$ cat src/rtl/dct_idct_requant_pkg.sv
// Shared defaults, block geometry and read FSM encoding for the DCT->IDCT requantizing buffer.
package dct_idct_requant_pkg;

  localparam int unsigned DEF_BIT_WIDTH = 31;
  localparam int unsigned DEF_SHIFT     = 20;
  localparam int unsigned DEF_OUT_BITS  = 12;
  localparam int unsigned BLOCK_SIZE    = 64;
  localparam int unsigned ADDR_W        = $clog2(BLOCK_SIZE);

  typedef enum logic [1:0] {
    RD_IDLE   = 2'd0,
    RD_ARM    = 2'd1,
    RD_STREAM = 2'd2
  } rd_state_e;

endpackage

$ cat src/rtl/dct_idct_requant_requant_sat.sv
// Combinational requantizer: optional round-half-up, arithmetic shift, saturate to OUT_BITS.
// Rounding is enabled by defining REQUANT_ROUND_EN; otherwise the shift truncates.
module requant_sat
  import dct_idct_requant_pkg::*;
#(
  parameter int unsigned BitWidth = DEF_BIT_WIDTH,
  parameter int unsigned SHIFT    = DEF_SHIFT,
  parameter int unsigned OUT_BITS = DEF_OUT_BITS
) (
  input  logic [BitWidth:0]   din,
  output logic [OUT_BITS-1:0] q_c
);

  localparam int unsigned TW = BitWidth + 2;
  localparam logic signed [TW-1:0] SAT_MAX = TW'((1 << (OUT_BITS - 1)) - 1);
  localparam logic signed [TW-1:0] SAT_MIN = ~SAT_MAX;
`ifdef REQUANT_ROUND_EN
  localparam logic signed [TW-1:0] RND = TW'(1) << (SHIFT - 1);
`else
  localparam logic signed [TW-1:0] RND = '0;
`endif

  logic signed [TW-1:0] t;
  logic signed [TW-1:0] s;

  // One extra guard bit keeps the rounding add from wrapping near full scale.
  always_comb begin
    t = $signed({din[BitWidth], din}) + RND;
    s = t >>> SHIFT;
    if (s > SAT_MAX) begin
      q_c = SAT_MAX[OUT_BITS-1:0];
    end else if (s < SAT_MIN) begin
      q_c = SAT_MIN[OUT_BITS-1:0];
    end else begin
      q_c = s[OUT_BITS-1:0];
    end
  end

endmodule

$ cat src/rtl/dct_idct_requant.sv
// Ping-pong requantizing buffer between a DCT producer and an IDCT consumer.
// Build option: REQUANT_ROUND_EN selects round-half-up requantization (default truncation).
module dct_idct_requant
  import dct_idct_requant_pkg::*;
#(
  parameter int unsigned BitWidth = DEF_BIT_WIDTH,
  parameter int unsigned SHIFT    = DEF_SHIFT,
  parameter int unsigned OUT_BITS = DEF_OUT_BITS
) (
  input  logic                clk,
  input  logic                reset,
  input  logic                din_valid,
  input  logic [BitWidth:0]   din,
  input  logic                reading_in,
  output logic                start_out,
  output logic [BitWidth:0]   dout,
  output logic                overflow,
  output logic [15:0]         block_cnt
);

  localparam int unsigned AW = ADDR_W;
  localparam int unsigned DW = BitWidth + 1;
  localparam logic [AW-1:0] LAST = AW'(BLOCK_SIZE - 1);

  logic [OUT_BITS-1:0] q_c;
  logic [OUT_BITS-1:0] mem [2][BLOCK_SIZE];

  logic            wr_bank;
  logic [AW-1:0]   wr_addr;
  logic [1:0]      full;
  logic            wr_en_c;
  logic            wr_last_c;

  rd_state_e       state;
  rd_state_e       state_n;
  logic            rd_bank;
  logic            rd_bank_n;
  logic [AW-1:0]   rd_addr;
  logic [AW-1:0]   rd_addr_n;
  logic            consume_c;
  logic            rd_last_c;
  logic [1:0]      free_c;
  logic            load_c;
  logic            load_bank_c;
  logic [AW-1:0]   load_addr_c;
  logic [OUT_BITS-1:0] rd_word_c;

  requant_sat #(
    .BitWidth (BitWidth),
    .SHIFT    (SHIFT),
    .OUT_BITS (OUT_BITS)
  ) u_requant_sat (
    .din (din),
    .q_c (q_c)
  );

  // A bank being freed this cycle may already accept its first new word.
  always_comb begin
    consume_c = (state != RD_IDLE) && reading_in;
    rd_last_c = consume_c && (rd_addr == LAST);
    free_c    = rd_last_c ? {rd_bank, ~rd_bank} : 2'b00;
    wr_en_c   = din_valid && !(full[wr_bank] && !free_c[wr_bank]);
    wr_last_c = wr_en_c && (wr_addr == LAST);
  end

  always_ff @(posedge clk) begin
    if (wr_en_c) begin
      mem[wr_bank][wr_addr] <= q_c;
    end
  end

  // Write side: fill, discard partial blocks on a gap, drop and flag when full.
  always_ff @(posedge clk) begin
    if (reset) begin
      wr_bank  <= 1'b0;
      wr_addr  <= '0;
      full     <= 2'b00;
      overflow <= 1'b0;
    end else begin
      full <= (full & ~free_c) | (wr_last_c ? {wr_bank, ~wr_bank} : 2'b00);
      if (wr_en_c) begin
        wr_addr <= wr_addr + AW'(1);
        if (wr_last_c) begin
          wr_bank <= ~wr_bank;
        end
      end else if (!din_valid) begin
        wr_addr <= '0;
      end
      if (din_valid && !wr_en_c) begin
        overflow <= 1'b1;
      end
    end
  end

  always_ff @(posedge clk) begin
    if (reset) begin
      state <= RD_IDLE;
    end else begin
      state <= state_n;
    end
  end

  always_comb begin
    state_n = state;
    case (state)
      RD_IDLE: begin
        if (full[rd_bank]) begin
          state_n = RD_ARM;
        end
      end
      RD_ARM, RD_STREAM: begin
        if (rd_last_c) begin
          state_n = full[~rd_bank] ? RD_ARM : RD_IDLE;
        end else if (consume_c) begin
          state_n = RD_STREAM;
        end
      end
      default: state_n = RD_IDLE;
    endcase
  end

  // Read side: pick the next address and which word to preload into dout.
  always_comb begin
    rd_bank_n   = rd_bank;
    rd_addr_n   = rd_addr;
    load_c      = 1'b0;
    load_bank_c = rd_bank;
    load_addr_c = '0;
    case (state)
      RD_IDLE: begin
        load_c = full[rd_bank];
      end
      RD_ARM, RD_STREAM: begin
        if (rd_last_c) begin
          rd_bank_n   = ~rd_bank;
          rd_addr_n   = '0;
          load_c      = full[~rd_bank];
          load_bank_c = ~rd_bank;
        end else if (consume_c) begin
          rd_addr_n   = rd_addr + AW'(1);
          load_c      = 1'b1;
          load_addr_c = rd_addr + AW'(1);
        end
      end
      default: begin
        rd_addr_n = '0;
      end
    endcase
    rd_word_c = mem[load_bank_c][load_addr_c];
  end

  always_ff @(posedge clk) begin
    if (reset) begin
      rd_bank   <= 1'b0;
      rd_addr   <= '0;
      start_out <= 1'b0;
      dout      <= '0;
      block_cnt <= '0;
    end else begin
      rd_bank   <= rd_bank_n;
      rd_addr   <= rd_addr_n;
      start_out <= (state_n != RD_IDLE);
      if (load_c) begin
        dout <= DW'($signed(rd_word_c));
      end
      if (rd_last_c) begin
        block_cnt <= block_cnt + 16'd1;
      end
    end
  end

endmodule

$ cat config.mk
export PLATFORM = sky130hd
export DESIGN_NAME = dct_idct_requant
export DESIGN_NICKNAME = d
export VERILOG_FILES = /design/src/rtl/dct_idct_requant_pkg.sv /design/src/rtl/dct_idct_requant_requant_sat.sv /design/src/rtl/dct_idct_requant.sv
export SDC_FILE = /design/constraint.sdc
export NUM_CORES = 2
export LEC_CHECK = 0
export ABC_AREA = 1
export CAP_MARGIN = 10
export CORE_UTILIZATION = 40
export CTS_CLUSTER_SIZE = 8
export DETAILED_ROUTE_END_ITERATION = 10
export SLEW_MARGIN = 20
export SYNTH_ARGS = -nofsm -noshare
export SYNTH_HDL_FRONTEND = slang
export SYNTH_SLANG_ARGS = --single-unit
$ cat constraint.sdc
create_clock -name clk -period 4.49 [get_ports clk]
set_clock_uncertainty 0.15 [all_clocks]
set_input_delay 0.449 -clock clk [delete_from_list [all_inputs] [get_ports clk]]
set_output_delay 0.449 -clock clk [all_outputs]
set_load 0.01 [all_outputs]
==> flow_summary.json <==
{
  "die_h_um": 413,
  "max_stage_delay_ns": 0.46,
  "syn-cell-area_um2": 67600,
  "instances_no_fill": 8751,
  "synth_top_cell_area_share": 0.683,
  "die_w_um": 413,
  "wl_met3_mm": 14.6,
  "ys_top_cells_by_area": "edfxtp_1 68%, nand2_1 13%, nand3_1 8.2%",
  "worstSkewPairLatency_ns": 0.84,
  "hold_slack_ns": 0.0273,
  "startpoint_type": "flip-flop",
  "layout-area-overhead-vs-synth_pct": 15.1,
  "p_total_w": 0.0312,
  "die_area_um2": 171000,
  "dp_cells": 8451,
  "post_cts_buffers": 0,
  "drcViolationCount": 0,
  "ant_nets": 0,
  "gp_congestion": 0.860,
  "period_minus_slack_ns": 4.24,
  "crit_path_end_kind": "flip-flop",
  "cts_buffers": 215,
  "p_leak_nw": 29.7,
  "port_buffers": 65,
  "via_per_inst": 5.33,
  "clkTransAtPathRegs_ns": 0.05,
  "grt_pass1_vias": 44400,
  "drive_gt1_frac": 0.0912,
  "cts_resized": 0,
  "grt_max_degree": 114,
  "worstMarginPinSlew_ns": 1.14,
  "ys_seq_elements": 1584,
  "wl_met1_mm": 80.0,
  "ys_seq_area_frac": 0.697,
  "hp-start": "din[31]",
  "drt-initial-drc-count": 5107,
  "max_freq_ghz": 0.236,
  "ir_drop_mv": 0.430,
  "path_delay_family": "simple AND/OR/NAND/NOR gates",
  "antenna_found_initial": 3,
  "dpl.hpwl_mm": 106,
  "crit_type": "flip-flop to flip-flop",
  "vias": 46600,
  "rsz0062_at_grt": "no",
  "syn_area_per_cell_um2": 10.7,
  "htree_num_levels": 4,
  "hold_end": "mem[1][467]",
  "gr-total-overflow": 0,
  "start_util": 0.404,
  "top_layer": "met5",
  "cp_slowest_cell": "dfxtp_1",
  "crit_buf_inv": 6,
  "final_area_um2": 77700,
  "r2r_cells": 16,
  "cts_sinks": 1584,
  "maxCapViolations": 0,
  "totalNegativeSetupSlack_ns": 0,
  "finalNetCount": 6509,
  "critPathMaxFanout": 12,
  "synth_cell_types": 30,
  "syn_nets": 6358,
  "ff2ff_setup_slack_ns": 0.25,
  "relSlewSlack": 0.238,
  "drtPass1Iterations": 6,
  "post-route-period-util": 0.943,
  "reg2reg_to": "mem[0][608]",
  "critPathRequiredTime_ns": 4.86,
  "io_pins": 86,
  "grt_usage": 0.219,
  "setup_viol": 0,
  "path_cells": "ha_1 -> nand3_1 -> nor2_1 -> nand2_1 -> inv_1 -> buf_4 -> ha_1 -> inv_1 -> nand3_1 -> o21ai_1 -> nor2_1 -> inv_2 -> nor2_1 -> inv_1 -> nor3_1 -> buf_4",
  "drv_slew": 0,
  "hold_path_class": "input port to flip-flop",
  "routed_wirelength_mm": 188,
  "grt_pass1_wl_mm": 280,
  "min_path_cells": 1,
  "coreArea_um2": 167000,
  "cts-root-buf": "clkbuf_16",
  "wl_per_cell_um": 21.5,
  "syn_inst": 6315,
  "synth_top_cell_by_area": "edfxtp_1",
  "rows": 150,
  "placed_cell_area_um2": 71800,
  "yosysWarnings": 0,
  "cts_tree": "yes",
  "cts.path.max_buffers": 3,
  "status": "completed",
  "hold_viol": 0,
  "worstPathArrival_ns": 4.61,
  "final.fill_count": 15100,
  "wl_met2_mm": 87.1,
  "p_per_area_nw_per_um2": 402,
  "reg2reg_from": "rd_addr[0]"
}
[cells in the final DEF, fill, tap and decap left out, types with 2 or more instances in the layout]
cell / netlist / layout
clkinv_8: 0 / 5
nand4_1: 124 / 124
buf_6: 25 / 7
or2_2: 2 / 2
o21ai_0: 52 / 52
inv_2: 6 / 4
edfxtp_1: 1536 / 1536
nor2_4: 1 / 2
buf_12: 0 / 49
nand2_1: 2255 / 2252
nor3_4: 0 / 2
clkinv_1: 4 / 2
nor3_2: 0 / 50
clkinv_2: 0 / 2
clkdlybuf4s50_1: 0 / 53
buf_4: 67 / 234
nand2_4: 0 / 2
inv_6: 0 / 5
nor3_1: 81 / 29
diode_2: 0 / 2
nand2_2: 2 / 2
clkbuf_1: 118 / 66
dfxtp_1: 48 / 47
a211oi_1: 2 / 2
nand3_4: 0 / 2
inv_16: 0 / 3
nor2_1: 137 / 137
nand3_1: 1111 / 1108
ha_1: 7 / 7
a21oi_1: 28 / 27
clkbuf_16: 0 / 217
inv_1: 497 / 496
xor2_1: 2 / 2
nor3b_1: 2 / 2
[per-stage QoR]
stage | util | setup WS (ns)
2_1_floorplan | - | 0.670
5_1_grt | 0.464 | 0.0214
6_report | 0.464 | 0.254
4_1_cts | 0.464 | 0.375
3_5_place_dp | 0.429 | 0.153
3_3_place_gp | 0.429 | 0.148
[worst reg2reg max path, delay by kind of cell (launching register included)]
kind | cells | cell delay [ns]
AOI/OAI and AO/OA | 1 | 0.17
adders and majority gates | 2 | 0.41
buffers and inverters | 6 | 1.19
and+or+nand+nor | 7 | 1.54
DFF | 1 | 0.46
[synth_stat cells]
cell,count
nor3b_1,2
nand4_1,124
nor2_1,137
inv_1,497
nand2_1,2255
xnor2_1,1
o21ai_0,52
dfxtp_1,48
buf_2,194
nor2_4,1
o32ai_1,1
o21ai_1,1
a211oi_1,2
clkbuf_1,118
buf_1,7
ha_1,7
a21oi_1,28
nor3_1,81
a31oi_1,1
nor4_1,1
nor2_2,2
nand2_2,2
edfxtp_1,1536
nand3_1,1111
buf_4,67
clkinv_1,4
or2_2,2
xor2_1,2
buf_6,25
inv_2,6
[layout make-up]
| type | instances | area [µm²] | share of cell area |
|---|---|---|---|
| Antenna cell | 2 | 5.00 | 0.0000644 |
| Timing Repair Buffer | 345 | 3380 | 0.0435 |
| Clock buffer | 283 | 5680 | 0.0731 |
| Tap cell | 2204 | 2760 | 0.0355 |
| Sequential cell | 1584 | 47100 | 0.606 |
| Inverter | 507 | 1920 | 0.0247 |
| Multi-Input combinational cell | 3813 | 16700 | 0.215 |
| Clock inverter | 13 | 206 | 0.00266 |
[metal layers]
metal | vias to the layer above | global-route usage
met5 | - | 0
met4 | 4 | 0.0768
met3 | 356 | 0.0441
met2 | 1830 | 0.343
met1 | 22800 | 0.301
li1 | 21600 | -
[power by group]
group          total (W)  leakage (nW)  internal (W)  switching, W
clock network     0.0146          2.85       0.00866       0.00592
logic           0.000398          12.7     0.0000471      0.000351
registers         0.0163          14.2        0.0162    0.00000444
[worst max path at each step]
stage,start,end,slack (ns),cells after the start
floorplan,rd_addr[0],mem[0][36],0.67,16
global placement,reading_in,dout[3],0.15,24
detailed placement,reading_in,dout[6],0.15,24
CTS,rd_addr[0],mem[0][607],0.38,16
global route,rd_addr[0],dout[6],0.02,24
finish,rd_addr[0],mem[0][608],0.25,16
[state kept, by name, summed over array words and instances, names as in the netlist]
name       cells
block_cnt     16
dout          12
full           2
mem         1536
overflow       1
rd_addr        6
rd_bank        1
start_out      1
state          2
wr_addr        6
wr_bank        1
[cells by family (layout without fill, tap and decap cells)]
logic type	Yosys count	after routing	share of synthesized area
and+or+nand+nor	3718	3718	0.234
DFF	1584	1584	0.697
buffers and inverters	918	1148	0.0611
AOI/OAI and AO/OA	85	85	0.00645
adders and majority gates	7	7	0.00130
xor gates and xnor gates	3	3	0.000389
other	0	2	0
[repair_timing]
action,in CTS,in global routing
hold buffers,1,0
endpoints found under the setup margin,0,0
endpoints found under the hold margin,22,0
Note: power is estimated with default switching activity, not from simulation.
